File: config.mk
export PLATFORM = sky130hd
export DESIGN_NAME = mux_rr_arbiter4
export DESIGN_NICKNAME = d
export VERILOG_FILES = /design/src/rtl/mux_arb_pkg.sv /design/src/rtl/rr_pick4.sv /design/src/rtl/mux_rr_arbiter4.sv
export SDC_FILE = /design/constraint.sdc
export NUM_CORES = 1
export LEC_CHECK = 0
export ABC_CLOCK_PERIOD_IN_PS = 2150
export CAP_MARGIN = 20
export CORE_MARGIN = 8
export CORE_UTILIZATION = 35
export CTS_BUF_LIST = sky130_fd_sc_hd__clkbuf_4 sky130_fd_sc_hd__clkbuf_8 sky130_fd_sc_hd__clkbuf_16
export DETAILED_ROUTE_END_ITERATION = 7
export PLACE_DENSITY_LB_ADDON = 0.1
export REMOVE_ABC_BUFFERS = 1
export SLEW_MARGIN = 10
export SYNTH_ARGS = -nofsm -noshare
export SYNTH_HDL_FRONTEND = slang
export SYNTH_SLANG_ARGS = --single-unit
File: constraint.sdc
create_clock -name clk -period 2.15 [get_ports clk]
set_input_delay 0.215 -clock clk [delete_from_list [all_inputs] [get_ports clk]]
set_output_delay 0.215 -clock clk [all_outputs]
set_load 0.01 [all_outputs]
File: src/rtl/mux_arb_pkg.sv
// Shared constants and FSM state type for the 4-way round-robin mux arbiter.
`timescale 1ns/1ps
package mux_arb_pkg;
  localparam int NUM_REQ = 4;
  localparam int SEL_W   = 2;

  typedef enum logic [1:0] {
    IDLE  = 2'd0,
    GRANT = 2'd1,
    GAP   = 2'd2
  } arb_state_e;
endpackage

File: src/rtl/rr_pick4.sv
// Combinational round-robin picker: first set request bit at or after ptr, wrapping mod 4.
`timescale 1ns/1ps
module rr_pick4
  import mux_arb_pkg::*;
(
  input  logic [NUM_REQ-1:0] req,
  input  logic [SEL_W-1:0]   ptr,
  output logic               found,
  output logic [SEL_W-1:0]   idx
);

  logic [SEL_W-1:0] cand;

  // Scan from farthest to nearest offset so the nearest requester is the last write.
  always_comb begin
    found = 1'b0;
    idx   = ptr;
    cand  = '0;
    for (int k = NUM_REQ - 1; k >= 0; k--) begin
      cand = ptr + k[SEL_W-1:0];
      if (req[cand]) begin
        found = 1'b1;
        idx   = cand;
      end
    end
  end

endmodule

File: src/rtl/mux_rr_arbiter4.sv
// Round-robin arbiter driving a registered 4:1 mux; MUX_ARB_TIMEOUT_EN adds a MAX_HOLD grant limit.
// Handshake: a source owns the mux while req[i] stays high; each grant ends with a one-cycle GAP.
`timescale 1ns/1ps
module mux_rr_arbiter4
  import mux_arb_pkg::*;
#(
  parameter int MAX_HOLD = 8
) (
  input  logic               clk,
  input  logic               rst_n,
  input  logic [NUM_REQ-1:0] req,
  input  logic [NUM_REQ-1:0] din,
  output logic [NUM_REQ-1:0] gnt,
  output logic [SEL_W-1:0]   sel,
  output logic               en,
  output logic               y,
  output logic               busy
);

  if (MAX_HOLD < 2 || MAX_HOLD > 255) begin : g_bad_max_hold
    $error("MAX_HOLD must be in 2..255");
  end

  arb_state_e         state_q, state_d;
  logic [SEL_W-1:0]   ptr_q, ptr_d;
  logic [NUM_REQ-1:0] gnt_q, gnt_d;
  logic [SEL_W-1:0]   sel_q, sel_d;
  logic               en_q, en_d;
  logic               y_q, y_d;
  logic               pick_found;
  logic [SEL_W-1:0]   pick_idx;
  logic               grant_end;

`ifdef MUX_ARB_TIMEOUT_EN
  localparam logic [7:0] HOLD_LAST = 8'(MAX_HOLD - 1);
  logic [7:0] hold_q, hold_d;
`endif

  rr_pick4 u_pick (
    .req   (req),
    .ptr   (ptr_q),
    .found (pick_found),
    .idx   (pick_idx)
  );

  always_comb begin
    state_d   = state_q;
    ptr_d     = ptr_q;
    gnt_d     = gnt_q;
    sel_d     = sel_q;
    en_d      = en_q;
    y_d       = en_q ? din[sel_q] : 1'b0;
    grant_end = 1'b0;
`ifdef MUX_ARB_TIMEOUT_EN
    hold_d    = hold_q;
`endif
    case (state_q)
      GRANT: begin
`ifdef MUX_ARB_TIMEOUT_EN
        // hold_q counts GRANT cycles already completed before this one.
        grant_end = !req[sel_q] || (hold_q == HOLD_LAST);
        hold_d    = hold_q + 8'd1;
`else
        grant_end = !req[sel_q];
`endif
        if (grant_end) begin
          state_d = GAP;
          gnt_d   = '0;
          en_d    = 1'b0;
          ptr_d   = sel_q + 2'd1;
        end
      end
      default: begin
        // IDLE and GAP arbitrate identically; sel keeps its last value when nobody wins.
        if (pick_found) begin
          state_d         = GRANT;
          gnt_d           = '0;
          gnt_d[pick_idx] = 1'b1;
          sel_d           = pick_idx;
          en_d            = 1'b1;
`ifdef MUX_ARB_TIMEOUT_EN
          hold_d          = 8'd0;
`endif
        end else begin
          state_d = IDLE;
        end
      end
    endcase
  end

  always_ff @(posedge clk or negedge rst_n) begin
    if (!rst_n) begin
      state_q <= IDLE;
      ptr_q   <= '0;
      gnt_q   <= '0;
      sel_q   <= '0;
      en_q    <= 1'b0;
      y_q     <= 1'b0;
`ifdef MUX_ARB_TIMEOUT_EN
      hold_q  <= 8'd0;
`endif
    end else begin
      state_q <= state_d;
      ptr_q   <= ptr_d;
      gnt_q   <= gnt_d;
      sel_q   <= sel_d;
      en_q    <= en_d;
      y_q     <= y_d;
`ifdef MUX_ARB_TIMEOUT_EN
      hold_q  <= hold_d;
`endif
    end
  end

  assign gnt  = gnt_q;
  assign sel  = sel_q;
  assign en   = en_q;
  assign y    = y_q;
  assign busy = (state_q != IDLE);

endmodule

[Yosys cells after proc, flatten, opt, wreduce, memory -nomap -nowiden]
Index checks and enable logic that the tools add are counted.
Operators by class
  reduce and logical (&&, ||, !) cells: 6
  bitwise gates (word level): 2
  order comparisons: 7
  equal/unequal tests: 2
  $add $sub $neg: 4
  mux-type cells: 32
Operators by type and width (number)
  $lt A2 B3 Y1 const B: 6
  $mux W1: 16
  $bmux W1 S2: 6
  $mux W2: 6
  $mux W4: 3
  $reduce_and A2 Y1: 3
  $add A2 B1 Y2 const B: 2
  $add A2 B2 Y2 const B: 2
  $reduce_bool A2 Y1: 2
  $demux W1 S2: 1
  $eq A2 B1 Y1 const B: 1
  $ge A2 B1 Y1 const B: 1
  $ne A2 B2 Y1 const B: 1
  $not A1 Y1: 2
  $logic_and A1 B1 Y1: 1
Word-level totals
  output and inout bits: 9
  input bits: 10
  register bits after elaboration: 12
  logic and storage cells: 59

[Longest topological paths before layout]
Gate-level depths: netlist (run 1).
  depth in word-level cells: 13
  depth in mapped cells: 4
  mapped depth without buffers: 4

[Cells and area by module]
From an unflattened synthesis (run 1), not the netlist that was laid out.
Second synthesis, totals
  cells, all modules: 73
  area total of the unflattened synthesis: 735.7 µm²
By module, submodules not included
  mux_rr_arbiter4: cells each 57, seq. area each 300.3 µm², area an instance 635.6 µm², times used 1
  rr_pick4: cells each 16, seq. area each 0.0 µm², area an instance 100.1 µm², times used 1

[Least setup slack after synthesis (run 1)]
OpenSTA, ideal clock, no wires.
  path kind: register -> register
  from: register sel_q[0], in the netlist sel[0]
  to: register gnt_q[0], in the netlist gnt[0]
  period minus slack after synthesis: 1.634 ns
  data arrival time: 1.513 ns
  cell stages (with the launch flop): 4
  library setup time: 0.122 ns
  path slack: 0.516 ns
  required time: 2.028 ns
  buffers on the path: 0
  cells stage by stage: dfrtp_1 > mux4_2 > mux2_2 > a32o_1
On the way
  word-level cells in the longest chain between the ends: 4
RTL lines
  from (decl): RTL line mux_rr_arbiter4.sv:27  | logic [SEL_W-1:0] sel_q, sel_d;
  from (signal assigned): RTL line mux_rr_arbiter4.sv:106  | sel_q <= sel_d;
  $bmux W1 S2: RTL line mux_rr_arbiter4.sv:64  | grant_end = !req[sel_q];
  $mux W1 (implied by the code): RTL line mux_rr_arbiter4.sv:64
  $ne A2 B2 Y1 (no line)
  $reduce_and A2 Y1 (no line)
  to (signal assigned): RTL line mux_rr_arbiter4.sv:105  | gnt_q <= gnt_d;
  to (decl): RTL line mux_rr_arbiter4.sv:26  | logic [NUM_REQ-1:0] gnt_q, gnt_d;
Every way passes these cells. The select of a mux whose other input is x is not followed.
A chain may end at the register's enable or synchronous reset.

[Worst setup path in the final report (run 1)]
  from: input port req[3]
  to: register gnt_q[0], in the netlist gnt[0]
On the way
  word-level cells in the longest chain between the ends: 12
  elaborated cells on any way between the ends: 28
  those cells by class: order compare (2); eq/ne (1); mux (22); reduce/logical (3)
RTL lines
  from (decl): RTL line mux_rr_arbiter4.sv:11  | input logic [NUM_REQ-1:0] req,
  $bmux W1 S2: RTL line rr_pick4.sv:21  | if (req[cand]) begin
  $mux W1 (implied by the code): RTL line rr_pick4.sv:21
  $mux W2 (4 in series): RTL line rr_pick4.sv:21
  $lt A2 B3 Y1 (implied by the code) or $ge A2 B1 Y1 (tied branches): RTL line mux_rr_arbiter4.sv:78  | gnt_d[pick_idx] = 1'b1;
  $logic_and A1 B1 Y1 (implied by the code): RTL line mux_rr_arbiter4.sv:78
  $mux W1 (implied by the code): RTL line mux_rr_arbiter4.sv:78
  $demux W1 S2: RTL line mux_rr_arbiter4.sv:78
  $mux W4: RTL line mux_rr_arbiter4.sv:75  | if (pick_found) begin
  $mux W4: RTL line mux_rr_arbiter4.sv:57  | case (state_q)
Parallel ways exist; a longest one is shown, timed or not. The select of a mux whose other input is x is not followed.

==> impl_metrics.yaml, run 1 <==
clock_network:
  numCtsBuffers: 3
  post_cts_resized: 0
  cts-htree-levels: 1
  cts_sinks: 12
  clk_latency_ns: 0.27
  clkTransAtPathRegs_ns: 0.07
  postCtsSetupBuffers: 0
  hold_buffers: 0
  cts_buffer_depth: 2
  cts_tree: "built"
  cts-root-buf: "clkbuf_4"
routing:
  postRouteAntennaNets: 0
  wl_met3_um: 67
  top_layer: "met4"
  avgRoutedWirePerCell_um: 15.1
  drt_first_pass_iters: 3
  wl_met1_um: 644
  wl_met2_um: 693
  routed_wl_mm: 1.44
  num_vias: 524
  dr.first_iter.drc_count: 1
  drc: 0
  drt-vias-per-instance: 5.52
timing:
  rsz0062_at_grt: "false"
  period_needed_ns: 1.65
  setup-violations-final: 0
  worst_slew_pin_slew_ns: 0.554
  slew_violations: 0
  finalHoldViolations: 0
  fin_setup_tns_ns: 0
  finalCritPeriodShare_pct: 76.9
  holdWs_ns: 0.300
  slew_headroom_pct: 63.0
  fmax_mhz: 604
  final.setup_skew_ns: 0.00487
yosys:
  syn_avg_cell_area_um2: 10.8
  synth_cell_types: 23
  synthArstFlopShare_pct: 100
  synth_area_um2: 606
  synth-edff-count: 0
  seq_area_frac_synth_pct: 49.6
  synth_flop_cell: "dfrtp_1"
  synth-seq-cells: 12
  synthCells: 56
  yosys_warnings: 0
hold_path:
  hp-class: "in -> async"
placement:
  place_hpwl_mm: 1.19
  place_congestion: 0.795
  port_buffers: 18
power:
  p_leak_nw: 0.349
  ir_worst_vdd_v: 0.000653
  power_per_cell_area_nw_per_um2: 1350
  total_power_mw: 1.13
setup_path:
  r2r_end: "gnt[0]"
  rrSetupSlack_ns: 0.59
  ff2ff_path_depth: 3
  cp.required_ns: 2.30
  critPathCaptureType: "flop"
  rr_startpoint: "sel[0]"
  path_class: "in -> reg"
  worstSetupStartpointType: "primary input"
  cp.arrival_ns: 1.81
  cp_max_fo: 8
floorplanning:
  die-area_um2: 3320
  initial_core_util_pct: 36.3
  dieHeight_um: 57.6
  rows: 15
  core_um2: 1670
  io_pins: 19
  dieWidth_um: 57.6
global_routing:
  grt_use_total_pct: 9.45
  grt_max_degree: 13
  grt_pass1_wl_mm: 2.41
  grt-ovfl-total: 0
  antenna_found_initial: 0
  first_global_vias: 536
finish:
  fillCellCount: 161
  syn_to_final_growth_pct: 38.2
  multi_input_area_um2: 294
  register_area_um2: 300
  nets: 90
  insertedDiodeCount: 0
  final_layout_size_suffix_gt1_share_pct: 11.5
job:
  maxCapViolCount: 0
run_status:
  outcome: "finished clean"
sequential cells by signal, summed over array words and instances, names as in the netlist:
signal   cells
gnt          4
y            1
sel          2
state_q      2
ptr_q        2
en           1
cells in the mapped netlist, types with 3 or more instances:
master	number	area share [%]
nor2b_1	3	3.1
dfrtp_1	12	50
inv_1	3	1.9
nor2_1	6	3.7
nand2_1	4	2.5
o21ai_0	5	4.1
a32o_1	4	6.6
a21oi_1	4	3.3
worst max-delay path, stage by stage:
cell and delay [ns]:
clkdlybuf4s50_1 0.52, mux4_2 0.53, mux2_2 0.32, a32o_1 0.22
worst max-delay path by stage:
stage,startpoint,end,slack (ns),cells past startpoint
floorplan,sel[0],gnt[0],0.52,3
global placement,req[3],gnt[2],0.26,4
detailed placement,req[3],gnt[0],0.22,4
CTS,req[3],gnt[0],0.51,4
global route,req[3],ptr_q[0],0.40,5
finish,req[3],gnt[0],0.50,4
cell usage in the layout (no fill, tap or decap), types with 3 or more instances in the layout:
cell / n
clkdlybuf4s50_1: 18
inv_1: 3
nand2_1: 4
dfrtp_1: 12
a21oi_1: 4
nor2b_1: 3
clkbuf_4: 3
o21ai_0: 5
a32o_1: 4
nor2_1: 6
per-layer routing:
metal / up-vias / track usage (%)
met5: - / 0
met4: 0 / 5.36
met3: 4 / 2.91
met2: 13 / 15.9
met1: 251 / 10.2
li1: 256 / -
metrics by stage:
stage	setup slack, ns	std cells	instance area, um^2	utilization, %
after CTS	0.507	95	837	50.1
after global placement	0.259	92	815	48.8
final	0.496	95	837	50.1
after floorplan	0.516	56	606	-
after detailed placement	0.224	92	815	48.8
after global routing	0.404	95	837	50.1
area by class of cell:
class	count	area share, %
inverter	3	1.35
tap	17	2.54
multi-input combinational	41	35.1
timing repair buffer	19	22.4
sequential	12	35.9
clock buffer	3	2.69
kinds of logic (layout without fill, tap and decap cells):
family                    after synthesis  count (layout)  share of synthesized area, %
muxes                                   3               3                          9.92
DFF                                    12              12                          49.6
AOI/OAI and AO/OA                      18              18                          21.3
buffers and inverters                   3              25                          1.86
and+or+nand+nor                        19              19                          15.9
xor gates and xnor gates                1               1                          1.45
where the power goes:
group	leakage, nW	total (mW)	internal (mW)	switching (mW)
Clock	0.0138	0.135	0.0648	0.0698
Sequential	0.147	0.400	0.327	0.0731
Combinational	0.188	0.598	0.321	0.277
Power figures use the tool's default switching activity.
==> inputs of run 2 (changes only) <==
--- a/config.mk
+++ b/config.mk
@@ -5,7 +5,7 @@
 export SDC_FILE = /design/constraint.sdc
 export NUM_CORES = 1
 export LEC_CHECK = 0
-export ABC_CLOCK_PERIOD_IN_PS = 2150
+export ABC_CLOCK_PERIOD_IN_PS = 1380
 export CAP_MARGIN = 20
 export CORE_MARGIN = 8
 export CORE_UTILIZATION = 35
==> constraint.sdc (replaced) <==
create_clock -name clk -period 1.38 [get_ports clk]
set_input_delay 0.138 -clock clk [delete_from_list [all_inputs] [get_ports clk]]
set_output_delay 0.138 -clock clk [all_outputs]
set_load 0.01 [all_outputs]
==> run 2 against run 1 <==
The flow now finishes with violations (negative setup slack); clock-buffer cell count up 1; sequential share of layout area decreased by 4.5 points; die area unchanged; routed wire length is 6.8% higher; core utilization increased by 7.3 points; combinational power is 91% higher; clock skew decreased by 0.0038 ns; critical endpoint unchanged; largest cell class is now multi-input combinational cells.
==> impl_metrics.yaml, run 2 (same netlist as run 1, synthesis figures left out) <==
setup_path:
  critPathCaptureType: "flop"
  cp.required_ns: 1.54
  max_stage_delay_ns: 0.54
  crit_buf_inv: 0
  path_delay_family: "multiplexers"
  path_class: "reg -> reg"
  cp.arrival_ns: 1.71
  worstSetupStartpointType: "flop"
  slowest_stage: "mux4_2"
  crit_chain: "mux4_2 -> mux2_4 -> a32o_1"
  cp_max_fo: 4
finish:
  fillCellCount: 144
  final_cell_mix: "15 x clkdlybuf4s50_1, 11 x dfrtp_1, 9 x buf_4"
  insertedDiodeCount: 0
  final_common_cell: "clkdlybuf4s50_1"
  final_layout_size_suffix_gt1_share_pct: 31.5
  syn_to_final_growth_pct: 58.5
  multi_input_area_um2: 320
  final_area_um2: 960
  largest_register_ffs: 4
  register_area_um2: 302
  layout.cells.non_filler: 106
  nets: 100
placement:
  dp_cells: 101
  place_ws_ns: -0.374
  place_area_um2: 882
  place_hpwl_mm: 1.21
  place_congestion: 0.791
  port_buffers: 18
floorplanning:
  die-area_um2: 3320
  dieWidth_um: 57.6
  initial_core_util_pct: 36.3
  dieHeight_um: 57.6
  rows: 15
  core_um2: 1670
  io_pins: 19
routing:
  drc: 0
  drt-vias-per-instance: 5.35
  avgRoutedWirePerCell_um: 14.5
  num_vias: 567
  routed_wl_mm: 1.54
  dr.first_iter.drc_count: 6
  drt_first_pass_iters: 4
  postRouteAntennaNets: 0
clock_network:
  cts_buffer_depth: 2
  hold_buffers: 0
  cts_sinks: 12
  cts-htree-levels: 1
  clk_latency_ns: 0.27
  numCtsBuffers: 3
  cts-root-buf: "clkbuf_4"
  cts_tree: "built"
  clkTransAtPathRegs_ns: 0.08
timing:
  worst_slew_pin_slew_ns: 0.542
  holdWs_ns: 0.213
  finalCritPeriodShare_pct: 112
  setup-violations-final: 9
  fmax_mhz: 646
  worst_slack_ns: -0.168
  final.setup_skew_ns: 0.00107
  slew_headroom_pct: 63.8
  rsz0062_at_grt: "true"
  period_needed_ns: 1.55
  finalHoldViolations: 0
  slew_violations: 0
power:
  ir_worst_vdd_v: 0.00101
  p_leak_nw: 0.412
  power_per_cell_area_nw_per_um2: 2140
run_status:
  outcome: "finished, violations left"
  violations: "negative setup slack"
global_routing:
  grt_use_total_pct: 10.0
  grt-ovfl-total: 0
  grt_max_degree: 13
  grt_pass1_wl_mm: 2.60
  antenna_found_initial: 0
  first_global_vias: 571
hold_path:
  hp-class: "in -> async"
job:
  maxCapViolCount: 0
## run 2: cell count changes in the layout (fill, tap and decap cells not counted), moves of 2 or more
cell	before	now
buf_4	1	9
clkdlybuf4s50_1	18	15
clkdlybuf4s15_1	0	2
nor2_1	6	4
buf_6	0	2
## run 2: stage by stage
step | total power, mW | util (%) | setup TNS [ns]
2_1_floorplan | 1.15 | - | -1.39
3_3_place_gp | 1.65 | 52.8 | -3.28
3_5_place_dp | 1.66 | 52.8 | -3.45
4_1_cts | 1.95 | 55.1 | -0.944
5_1_grt | 2.22 | 57.5 | -1.67
6_report | 2.05 | 57.5 | -1.08
## run 2: layer usage
metal,up-vias,share of wire (%),GRT usage [%]
met5,-,0,0
met4,0,1.4,5.36
met3,2,6.1,2.47
met2,20,48,15.8
met1,269,44,12.1
li1,276,-,-
## run 2: layout make-up
type                            instances  share of cell area (%)
Tap cell                               17                    2.22
Timing Repair Buffer                   29                    28.0
Sequential cell                        12                    31.4
Clock buffer                            4                    3.78
Multi-Input combinational cell         41                    33.4
Inverter                                3                    1.17
## run 2: repair_timing
| item | 4_1_cts | 5_1_grt |
|---|---|---|
| resized for setup | 6 | 12 |
| setup endpoints to repair | 11 | 13 |
| hold endpoints to repair | 0 | 0 |
| setup buffers | 0 | 1 |
## run 2: where the power goes
part | leakage [nW] | internal (mW) | switching (mW)
logic | 0.245 | 0.633 | 0.511
registers | 0.146 | 0.511 | 0.114
clock network | 0.0210 | 0.160 | 0.123
## run 2: path summary, 6_finish.rpt
path	depth (start not counted)	slack, ns	start	end
max	3	-0.17	sel[0]	gnt[0]
min	1	0.21	rst_n	state_q[1]
max reg2reg	3	-0.17	sel[0]	gnt[0]
min reg2reg	1	0.51	gnt[1]	gnt[1]
max in group asynchronous	1	0.78	rst_n	ptr_q[0]
min in group clk	1	0.51	gnt[1]	gnt[1]
==> inputs of run 3 (changes only) <==
--- a/config.mk
+++ b/config.mk
@@ -11,8 +11,10 @@
 export CORE_UTILIZATION = 35
 export CTS_BUF_LIST = sky130_fd_sc_hd__clkbuf_4 sky130_fd_sc_hd__clkbuf_8 sky130_fd_sc_hd__clkbuf_16
 export DETAILED_ROUTE_END_ITERATION = 7
+export DONT_BUFFER_PORTS = 1
 export PLACE_DENSITY_LB_ADDON = 0.1
 export REMOVE_ABC_BUFFERS = 1
+export SETUP_SLACK_MARGIN = 0.5
 export SLEW_MARGIN = 10
 export SYNTH_ARGS = -nofsm -noshare
 export SYNTH_HDL_FRONTEND = slang
==> run 3 against run 2 <==
The run still ends with negative setup slack left; sequential power grew 4.2%; critical path depth is the same; global-route usage shrank 0.074 points; highest routed layer unchanged; via count shrank 11%; first-iteration DRC count grew 100%; critical endpoint unchanged; largest cell class unchanged.
==> impl_metrics.yaml, run 3 (same netlist as run 1, synthesis figures left out) <==
global_routing:
  grt_use_total_pct: 9.93
  grt-ovfl-total: 0
  grt_pass1_wl_mm: 2.57
  first_global_vias: 539
  antenna_found_initial: 0
  grt_max_degree: 13
finish:
  final_cell_mix: "12 x dfrtp_1, 6 x buf_4, 5 x buf_6"
  nets: 83
  register_area_um2: 300
  largest_register_ffs: 4
  fillCellCount: 151
  multi_input_area_um2: 352
  insertedDiodeCount: 0
  final_layout_size_suffix_gt1_share_pct: 50.0
  syn_to_final_growth_pct: 37.4
  final_common_cell: "dfrtp_1"
  layout.cells.non_filler: 89
setup_path:
  worstSetupStartpointType: "flop"
  path_class: "reg -> reg"
  critPathCaptureType: "flop"
  rrSetupSlack_ns: -0.14
  cp_max_fo: 4
  cp.required_ns: 1.54
  cp.arrival_ns: 1.69
run_status:
  violations: "negative setup slack"
  outcome: "finished, violations left"
floorplanning:
  die-area_um2: 3320
  rows: 15
  dieWidth_um: 57.6
  core_um2: 1670
  io_pins: 19
  initial_core_util_pct: 36.3
  dieHeight_um: 57.6
power:
  ir_worst_vdd_v: 0.000886
  p_leak_nw: 0.360
  total_power_mw: 2.09
  power_per_cell_area_nw_per_um2: 2510
clock_network:
  cts_buffer_depth: 2
  cts-root-buf: "clkbuf_4"
  cts-htree-levels: 1
  cts_sinks: 12
  numCtsBuffers: 3
  clkTransAtPathRegs_ns: 0.08
  clk_latency_ns: 0.28
  cts_tree: "built"
timing:
  worst_slew_pin_slew_ns: 0.824
  fmax_mhz: 656
  slew_violations: 0
  finalHoldViolations: 0
  slew_headroom_pct: 44.5
  final.setup_skew_ns: 0.00642
  period_needed_ns: 1.52
  fin_setup_tns_ns: -0.778
  worst_slack_ns: -0.144
  setup-violations-final: 7
  finalCritPeriodShare_pct: 110
  holdWs_ns: 0.179
  rsz0062_at_grt: "true"
routing:
  num_vias: 504
  drt_first_pass_iters: 4
  avgRoutedWirePerCell_um: 16.8
  postRouteAntennaNets: 0
  dr.first_iter.drc_count: 12
  routed_wl_mm: 1.49
  drt-vias-per-instance: 5.66
  drc: 0
job:
  maxCapViolCount: 0
placement:
  place_congestion: 0.737
  dp_cells: 78
  place_hpwl_mm: 1.06
  place_ws_ns: -0.138
  port_buffers: 0
hold_path:
  hp-class: "in -> reg"
==> run 3: metrics by stage <==
step | util (%) | area, um^2
finish | 49.8 | 832
CTS | 46.7 | 781
global placement | 39.8 | 664
detailed placement | 39.8 | 664
global route | 49.8 | 832
floorplan | - | 606
==> run 3: per-layer routing <==
metal  up-vias  wire length, um  track usage (%)
met4         0               22             7.50
met1       245              711             12.7
met2        13              678             14.5
met5         -                0                0
met3         2               82             1.57
li1        244                -                -
==> run 3: layout make-up <==
cell class	instances	share of cell area (%)
clock buffer	4	4.36
inverter	3	1.35
multi-input combinational	41	42.3
sequential	12	36.1
tap	17	2.56
timing repair buffer	12	13.4
==> run 3: path summary, 6_finish.rpt <==
check                          to   start  cells after the start
min in group asynchronous       y   rst_n                      1
max in group asynchronous  gnt[2]   rst_n                      1
max                        gnt[0]  sel[0]                      3
min                        sel[0]  req[1]                      2
max reg2reg                gnt[0]  sel[0]                      3
min reg2reg                gnt[1]  gnt[1]                      1
==> run 3: critical path, cell delays in order, from the launching register on <==
cell and delay [ns]:
dfrtp_1 0.37, mux4_2 0.53, mux2_4 0.30, a32o_1 0.20
==> run 3: what timing repair did <==
action | 4_1_cts | 5_1_grt
endpoints found under the setup margin | 15 | 15
gates cloned | 0 | 0
setup buffers | 4 | 2
gates resized for setup | 16 | 13
endpoints found under the hold margin | 12 | 0
pin swaps | 9 | 12
hold buffers | 1 | 0
==> run 3: report_power, final <==
group	switching (mW)	total, mW	leakage [nW]	internal [mW]
registers	0.142	0.651	0.147	0.509
logic	0.527	1.15	0.192	0.622
clock network	0.127	0.287	0.0210	0.160
==> patch, RTL diff (config.mk and constraints of run 3) <==
`SEL_W`: 2 -> 1.
--- a/src/rtl/mux_arb_pkg.sv
+++ b/src/rtl/mux_arb_pkg.sv
@@ -4,3 +4,3 @@
   localparam int NUM_REQ = 4;
-  localparam int SEL_W   = 2;
+  localparam int SEL_W   = 1;
 
Interface: changed (resized sel); port bits go from 19 to 18. No check against the original RTL was run, so the function may have changed too.
==> patch against run 3 <==
  * Power shrank 42%
  * Sequential power shrank 28%
  * Sequential cell count shrank 4
  * Worst setup slack better by 0.47 ns
  * Routed wire length is 37% lower
  * Core utilization is 4.4 points lower
  * Final area is 38% lower
  * Synthesized area decreased by 28%
  * Die area decreased by 21%
  * Combinational power fell by 52%
  * Worst hold slack got worse by 0.16 ns
  * Non-clock buffer count decreased by 6
  * Critical endpoint is now state_q[0]
==> patch: results (changes against run 3) <==
[global_routing]
global_route_wire_length_before_repair_um = 1580  ; -39%
grt_max_degree = 9  ; -4
grtUsageMet2_pct = 12.3  ; -2.2 points
met3_usage_pct = 7.80  ; +6.2 points
grtUsageMet1_pct = 7.24  ; -5.5 points
vias_in_the_first_global_route = 355  ; -34%
globalRouteTotalUtil_pct = 8.68  ; -1.2 points

[routing]
met3WireLength_um = 119  ; +45%
m1WireLength_um = 354  ; -50%
dr_total_vias = 344  ; -32%
drt-pass1-iter-count = 4  ; unchanged
first_iter_violations = 7  ; -5
wirelength_um = 937  ; -37%
vias_per_cell = 5.38  ; -5.1%
met2_length_um = 424  ; -37%

[logic_synthesis]
post_synth_mux_area_share_pct = 2.30  ; -7.6 points
synth.top_cells.by_area = sky130_fd_sc_hd__dfrtp_1 (46%), sky130_fd_sc_hd__buf_6 (5.2%), sky130_fd_sc_hd__nand3_1 (4.6%)
yosys.cell_types.count = 22  ; -4.3%
synth-compound-area-share_pct = 18.4  ; -2.9 points
seq_area_frac_synth_pct = 46.0  ; -3.6 points
syn_area_per_cell_um2 = 9.90  ; -8.5%
synthFlopType = sky130_fd_sc_hd__dfrtp_1
post_synth_most_frequent_cells = sky130_fd_sc_hd__dfrtp_1 (8), sky130_fd_sc_hd__nand3_1 (4), sky130_fd_sc_hd__o21ai_0 (4)
post_synth_xor_area_fraction_pct = 0  ; -1.4 points

[timing]
number_of_setup_violations_in_the_final_report = 0  ; -7
clock-skew-final_ns = 0.00514  ; -0.00128 ns

[worst_setup_path]
critical_path.max_stage_delay_ns = 0.39  ; -0.14 ns
worst-r2r-setup-slack_ns = 0.33  ; +0.47 ns
timing.critical_path.arrival_ns = 1.19  ; -0.50 ns
reg2regPathDepth = 4  ; +1
critical_path.slowest_cell = sky130_fd_sc_hd__dfrtp_1
cp_top_family = flip-flops
endpoint = state_q[0]
critPathMaxFanout = 8  ; +4
setup.worst_path.start = state_q[1]

[clocking]
cts.reportedPaths.clkPinSlew_ns = 0.05  ; -0.03 ns
insertion_delay_ns = 0.26  ; -0.02 ns
ctsLongestPathBuffers = 2  ; unchanged

[outcome]
outcome = finished clean

[placed_design]
hpwl_um = 693  ; -35%
placedCellCount = 56  ; -28%
final_weighted_congestion_of_routability_driven_global_placement = 0.759  ; +2.9%

[power]
p_leak_uw = 0.000226  ; -37%
ir_worst_vdd_uv = 855  ; -3.6%

[cells_and_area]
num-nets-final = 62  ; -25%
fraction_of_final_layout_cells_sized_beyond_drive_strength_1_pct = 34.0  ; -16 points
n_diodes = 0  ; unchanged

patch: cell types whose count changed after synthesis, sizes merged, moves of 4 or more:
cell	run 3	this run
buf	0	4
a32o	4	0
nand3	0	4
dfrtp	12	8
nor2	6	2
patch: kinds of logic (layout without fill, tap and decap cells):
| logic type | Yosys count | count (layout) |
|---|---|---|
| compound gates | 12 | 12 |
| other cells | 1 | 2 |
| simple gates | 17 | 17 |
| mux | 1 | 1 |
| flops | 8 | 8 |
| buf+inv | 5 | 10 |
patch: where the power goes:
part | total [µW] | switching [µW] | internal [µW]
Sequential | 469 | 124 | 346
Clock | 183 | 82.8 | 99.7
Combinational | 557 | 257 | 300
patch: area by class of cell:
| class | count | area [µm²] |
|---|---|---|
| fill | 119 | 623 |
| timing repair buffer | 6 | 58.8 |
| multi-input combinational | 32 | 214 |
| tap | 14 | 17.5 |
| clock buffer | 3 | 22.5 |
| inverter | 1 | 3.75 |
| sequential | 8 | 201 |
patch: worst min-delay path by stage:
stage	from	to	depth (start not counted)
after floorplan	rst_n	en	0
after global placement	rst_n	y	0
after detailed placement	rst_n	y	0
after CTS	req[1]	en	1
after global routing	req[1]	en	1
final	req[1]	en	1
patch: repair_timing:
action | CTS | global route
setup endpoints to repair | 9 | 10
pin swaps | 6 | 1
setup buffers | 3 | 1
gates resized for setup | 6 | 3
hold endpoints to repair | 8 | 0
hold buffers | 1 | 0
patch: per-stage QoR:
stage | hold WS (ns) | setup WS [ns] | instance area, µm² | power [µW]
after detailed placement | -0.157 | 0.305 | 427 | 865
after global placement | -0.157 | 0.346 | 427 | 850
final | 0.0236 | 0.330 | 518 | 1210
after global routing | 0.0200 | 0.286 | 518 | 1310
after floorplan | -0.158 | 0.340 | 402 | 758
after CTS | 0.0349 | 0.320 | 495 | 1170
